**src/rtl/led_irq_ctrl.sv**
```systemverilog
// Interrupt coalescing stage for the LED counter: edge-counts led_int_i, raises a
// level irq once a programmable threshold is met, and holds off re-assertion after an ack.
module led_irq_ctrl (
  input  logic        clk100,
  input  logic        rst,
  input  logic        led_int_i,
  input  logic [31:0] int_cnt_i,
  input  logic        irq_en_i,
  input  logic [7:0]  coal_thr_i,
  input  logic [15:0] holdoff_i,
  input  logic        ack_i,
  output logic        irq_o,
  output logic [7:0]  pend_cnt_o,
  output logic [31:0] snap_cnt_o,
  output logic        ovf_o,
  output logic        int_clr_o
);

  typedef enum logic [1:0] {IDLE, COLLECT, ASSERT, HOLDOFF} state_t;

  state_t      state;
  logic        led_q;
  logic [15:0] hold_tmr;

  logic        ev;
  logic        pend_full;
  logic [7:0]  pend_next;
  logic [7:0]  thr_eff;
  logic        thr_met;

  always_comb begin
    ev        = led_int_i & ~led_q;
    pend_full = (pend_cnt_o == 8'hff);
    pend_next = (ev && !pend_full) ? pend_cnt_o + 8'd1 : pend_cnt_o;
    thr_eff   = (coal_thr_i == 8'd0) ? 8'd1 : coal_thr_i;
    thr_met   = irq_en_i && (pend_next >= thr_eff);
  end

  // Events are counted in every state; the ack branch below overrides the count.
  always_ff @(posedge clk100) begin
    if (rst) begin
      state      <= IDLE;
      led_q      <= 1'b0;
      pend_cnt_o <= 8'd0;
      snap_cnt_o <= 32'd0;
      ovf_o      <= 1'b0;
      irq_o      <= 1'b0;
      int_clr_o  <= 1'b0;
      hold_tmr   <= 16'd0;
    end else begin
      led_q      <= led_int_i;
      int_clr_o  <= 1'b0;
      pend_cnt_o <= pend_next;
      if (ev && pend_full)
        ovf_o <= 1'b1;

      case (state)
        IDLE, COLLECT: begin
          if (thr_met) begin
            state      <= ASSERT;
            irq_o      <= 1'b1;
            snap_cnt_o <= int_cnt_i;
          end else if (state == IDLE && pend_next != 8'd0) begin
            state <= COLLECT;
          end
        end
        ASSERT: begin
          if (!irq_en_i) begin
            state <= IDLE;
            irq_o <= 1'b0;
          end else if (ack_i) begin
            state      <= HOLDOFF;
            irq_o      <= 1'b0;
            pend_cnt_o <= {7'd0, ev};
            ovf_o      <= 1'b0;
            hold_tmr   <= holdoff_i;
            int_clr_o  <= 1'b1;
          end
        end
        HOLDOFF: begin
          // Threshold is deliberately not checked here; the exit state re-evaluates it.
          if (hold_tmr != 16'd0)
            hold_tmr <= hold_tmr - 16'd1;
          else
            state <= (pend_cnt_o != 8'd0) ? COLLECT : IDLE;
        end
        default: begin
          state <= IDLE;
          irq_o <= 1'b0;
        end
      endcase
    end
  end

endmodule

```
**config.mk**
```make
export PLATFORM = sky130hd
export DESIGN_NAME = led_irq_ctrl
export DESIGN_NICKNAME = d
export VERILOG_FILES = /design/src/rtl/led_irq_ctrl.sv
export SDC_FILE = /design/constraint.sdc
export NUM_CORES = 1
export LEC_CHECK = 0
export BUFFER_PORTS_ARGS = -buffer_cell sky130_fd_sc_hd__buf_2
export CAP_MARGIN = 0
export CORE_ASPECT_RATIO = 0.6
export CORE_UTILIZATION = 50
export DETAILED_ROUTE_END_ITERATION = 6
export PLACE_DENSITY = 0.79
export SYNTH_ARGS = -nofsm -noshare
export SYNTH_HDL_FRONTEND = slang
export SYNTH_SLANG_ARGS = --single-unit
```
**constraint.sdc**
```tcl
create_clock -name clk100 -period 4.4 [get_ports clk100]
set_clock_uncertainty 0.2 [all_clocks]
set_input_delay 0.44 -clock clk100 [delete_from_list [all_inputs] [get_ports clk100]]
set_output_delay 0.44 -clock clk100 [all_outputs]
set_load 0.05 [all_outputs]
```
Yosys cells after proc, flatten, opt, wreduce, memory -nomap -nowiden --
Cells that the tools add are included.
Storage, ports and cells: input bits 61, register bits after elaboration 62
Operators by class: order comparisons 1, reduce and logical (&&, ||, !) cells 18, add/sub/neg operators 2, bitwise logic cells 4, eq/ne operators 11, muxes and demuxes 25
Operators by type and width (count):
- $mux W16 | 3
- $mux W8 | 5
- $pmux W16 S2 | 1
- $reduce_bool A16 Y1 | 1
- $reduce_bool A8 Y1 | 2
- $sub A16 B1 Y16 const B | 1
- $mux W2 | 5
- $ne A2 B2 Y1 const B | 5
- $mux W1 | 9
- $add A8 B1 Y8 const B | 1
- $eq A8 B8 Y1 const B | 1
- $ge A8 B8 Y1 | 1
- $logic_not A8 Y1 | 1
- $ne A3 B3 Y1 const B | 2
- $pmux W2 S3 | 1
- $reduce_and A3 Y1 | 2
- $eq A2 B2 Y1 const B | 2
- $logic_and A1 B1 Y1 | 4
- $reduce_and A4 Y1 | 1
- $reduce_bool A2 Y1 | 2
- $not A1 Y1 | 3
- $reduce_or A3 Y1 | 1
- $eq A2 B1 Y1 const B | 1
- $logic_not A2 Y1 | 1
- other kinds (5) | 5

Depth between registers and ports, before layout --
depth in word-level cells 9, mapped depth 14, depth with buffers taken out 12

Least setup slack after synthesis --
Ideal clock, no wire load.
kind reg-to-reg, from register pend_cnt_o[1], to register snap_cnt_o[4], path buffers 2, setup time 0.128 ns, data arrival time 3.405 ns, path slack 0.667 ns, cell stages (with the launch flop) 14, path through dfxtp_1 ha_1 nand2_1 or3_1 nand2_1 mux2_2 ha_1 a21oi_1 a2111oi_2 o211a_1 buf_4 buf_6 mux2i_1 nor2_1
On the way: word-level cells in the longest chain between the ends 7, elaborated cells between the ends (all ways) 8
RTL lines:
- start, declared | RTL line 13 | output logic [7:0] pend_cnt_o,
- start signal, assigned | RTL line 53 | pend_cnt_o <= pend_next;
- start signal, assigned | RTL line 74 | pend_cnt_o <= {7'd0, ev};
- branches (longest 3 deep; another with $add A8 B1 Y8)
- $mux W8 (*) | RTL line 34 | pend_next = (ev && !pend_full) ? pend_cnt_o + 8'd1 : pend_cnt_o;
- $ge A8 B8 Y1 (*) | RTL line 36 | thr_met = irq_en_i && (pend_next >= thr_eff);
- $logic_and A1 B1 Y1 (*) | RTL line 36
- $reduce_and A2 Y1 (no source line) (*)
- end signal, assigned | RTL line 62 | snap_cnt_o <= int_cnt_i;
- end, declared | RTL line 14 | output logic [31:0] snap_cnt_o,
Every way passes the cells marked *. A chain may end at the register's enable or synchronous reset.

Worst setup path in the final report --
from register pend_cnt_o[0], to register snap_cnt_o[5]
Same word-level chain as after synthesis.

==> results.cfg <==
[worst_setup_path]
r2r_slack_ns = 0.75
required_ns = 4.40
path_cells = ha_1, nand2_1, or3_1, nand2_1, mux2_2, ha_1, a21oi_1, o311ai_0, o211a_2, buf_12, mux2i_1, nor2_1
cp_slowest_cell = or3_1
critPathKind = flop to flop
slowest_delay_ns = 0.44
cp.arrival_ns = 3.65
r2r_cells = 12
r2r-end = snap_cnt_o[5]
crit_path_max_fanout = 34
cp-end-kind = flop
r2r-start = pend_cnt_o[0]
setup.worst_path.start_class = flop

[clocking]
tritoncts = built
root_buffer = clkbuf_8
cts.sinks = 62
clkSlewWorstSetupHoldPaths_ns = 0.08
cts_resized = 0
cts-hold-fix-buffers = 0
htreeDepth = 3
cts_max_path_buffers = 2
clkLatencyLatePin_ns = 0.35
cts_buffers = 9
cts_setup_buffers = 0

[global_route]
grt_pass1_vias = 2683
grtUsageTotal_pct = 24.39
grt_pass1_wl_um = 12840
grt_max_degree = 38
antenna_found_initial = 0
grt-ovfl-total = 0

[placement]
dpl.hpwl_um = 5650
port_buffers = 103
gp_congestion = 0.9144

[layout]
fin_util_pct = 63.55
num-fill-cells = 539
syn_to_final_growth_pct = 22.51
nets = 532
drive_gt1_share_pct = 29.61
n_antenna_cell = 0

[routing]
vias_per_cell = 5.435
route.detailed.drc = 0
ant_nets = 0
drt_wl_total_um = 7836
wl_per_cell_um = 14.25
drt_iter0_drc = 223
vias = 2989
dr.pass1.iters = 5

[floorplan]
core_um2 = 6138
fp.dieW_um = 105.0
start_util_pct = 51.88
ios = 104
row_count = 22
die-area_um2 = 6702
die_h_um = 63.82

[timing]
timing.final.hold_violations = 0
fmax_ghz = 0.2742
finalCritPeriodShare_pct = 82.89
setup_viol = 0
tightest_slew_ns = 0.9149
rsz0062_at_grt = no
min_period_ns = 3.647
slew_violations = 0
setup-tns-final_ns = 0
slew-limit-headroom_pct = 39.01

[synthesis]
synth-async-reset-ratio_pct = 0
ys_seq_elements = 62
syn_area_um2 = 3184
synth-edff-count = 0
syn_nets = 437
synth_top_area_cell = dfxtp_1
synthFlopType = dfxtp_1
synth_top_cell_area_share_pct = 38.98
ys_types = 54
avgSynthCellArea_um2 = 8.700
yosys_warnings = 0
synthCells = 366
yosysSeqAreaShare_pct = 38.98
synth_area_leaders = dfxtp_1 (39%), mux2i_1 (10%), nor2_1 (6.5%)

[hold_path]
min-delay-start = int_cnt_i[7]
min_to = snap_cnt_o[7]
hp-class = primary input to flop
hold_depth = 3

[run]
cap_violations = 0

[pwr]
powerDensity_nw_per_um2 = 306.1
peakVddDrop_mv = 0.1797
p_leak_nw = 1.657

[outcome]
status = finished clean
[worst max-delay path by stage]
stage,startpoint,to,slack (ns),depth (start not counted)
finish,pend_cnt_o[0],snap_cnt_o[5],0.75,12
floorplan,pend_cnt_o[1],snap_cnt_o[4],0.67,13
global placement,pend_cnt_o[1],snap_cnt_o[12],0.93,12
detailed placement,pend_cnt_o[1],snap_cnt_o[10],0.79,12
CTS,pend_cnt_o[1],snap_cnt_o[10],0.78,12
global route,pend_cnt_o[1],snap_cnt_o[5],0.46,12
[power breakdown]
group          switching, mW  internal [mW]  total (mW)
combinational         0.0541         0.0432      0.0973
clock                  0.247          0.280       0.526
sequential           0.00466          0.566       0.571
[cell families (layout without fill, tap and decap cells)]
group,after synthesis,count (layout),share of synthesized area [%]
XOR/XNOR,4,4,1.100
buffers and inverters,37,137,6.248
flip-flops,62,62,38.98
AND/OR/NAND/NOR,136,136,20.94
multiplexers,33,33,10.41
AO/OA/AOI/OAI,84,84,18.39
adder cells (fa/ha/maj),10,10,3.929
[cell usage after synthesis, types with 4 or more instances]
master	number
xnor2_1	4
nor3_1	6
ha_1	10
mux2i_1	32
buf_6	7
nand2_1	32
o21ai_0	20
a211oi_1	6
nor2_1	55
a21oi_1	24
a211oi_2	7
inv_1	16
clkbuf_1	10
o22ai_1	4
nor2b_1	7
dfxtp_1	62
[flip-flops by register name (all words and copies together), names as in the netlist]
signal and count:
snap_cnt_o 32, hold_tmr 16, irq_o 1, state 2, int_clr_o 1, led_q 1, pend_cnt_o 8, ovf_o 1
[layout by cell type, fill, tap and decap left out, drive strengths merged, types with 3 or more instances in the layout]
| cell type | instances |
|---|---|
| buf | 105 |
| clkbuf | 10 |
| inv | 17 |
| ha | 10 |
| clkinvlp | 3 |
| a22o | 3 |
| nor3b | 4 |
| o22ai | 4 |
| a21oi | 25 |
| nor2b | 7 |
| nand2 | 32 |
| and4 | 3 |
| or2 | 3 |
| o21ai | 20 |
| nand4 | 3 |
| or4 | 3 |
| nor3 | 6 |
| nor4 | 4 |
| nor2 | 55 |
| a211oi | 13 |
| mux2i | 32 |
| dfxtp | 62 |
| xnor2 | 4 |
| nand2b | 3 |
[worst max-delay path: cells and delay by family, from the launching register on]
| kind | cells | cell delay, ns |
|---|---|---|
| AND/OR/NAND/NOR | 4 | 0.74 |
| AO/OA/AOI/OAI | 3 | 0.74 |
| multiplexers | 2 | 0.58 |
| adder cells (fa/ha/maj) | 2 | 0.57 |
| flip-flops | 1 | 0.40 |
| buffers and inverters | 1 | 0.24 |
[stage by stage]
stage | power (mW) | hold slack (ns) | setup slack (ns) | instances | area [um^2]
floorplan | 0.6380 | 0.2532 | 0.6674 | 366 | 3184
global placement | 0.6780 | 0.2603 | 0.9261 | 534 | 3694
detailed placement | 0.6803 | 0.2717 | 0.7917 | 534 | 3694
CTS | 1.204 | 0.1096 | 0.7784 | 550 | 3901
global route | 1.244 | 0.1018 | 0.4644 | 550 | 3901
finish | 1.194 | 0.1230 | 0.7528 | 550 | 3901
[layout make-up]
type | instances | area [um^2] | share of cell area [%]
multi-input cells | 267 | 1744 | 44.71
flip-flops and latches | 62 | 1241 | 31.82
repair buffers | 105 | 543.0 | 13.92
clock buffers | 10 | 137.6 | 3.528
well taps | 84 | 105.1 | 2.694
clock inverters | 6 | 70.07 | 1.796
inverters | 16 | 60.06 | 1.539
[layer usage]
layer  part of all wire, %  GRT usage [%]  wire length [um]
met5                     0              0                 0
met4                  0.84          5.282                66
met3                    10          9.796               808
met2                    42          36.26              3313
met1                    47          33.25              3647
(Power assumes the default switching activity.)
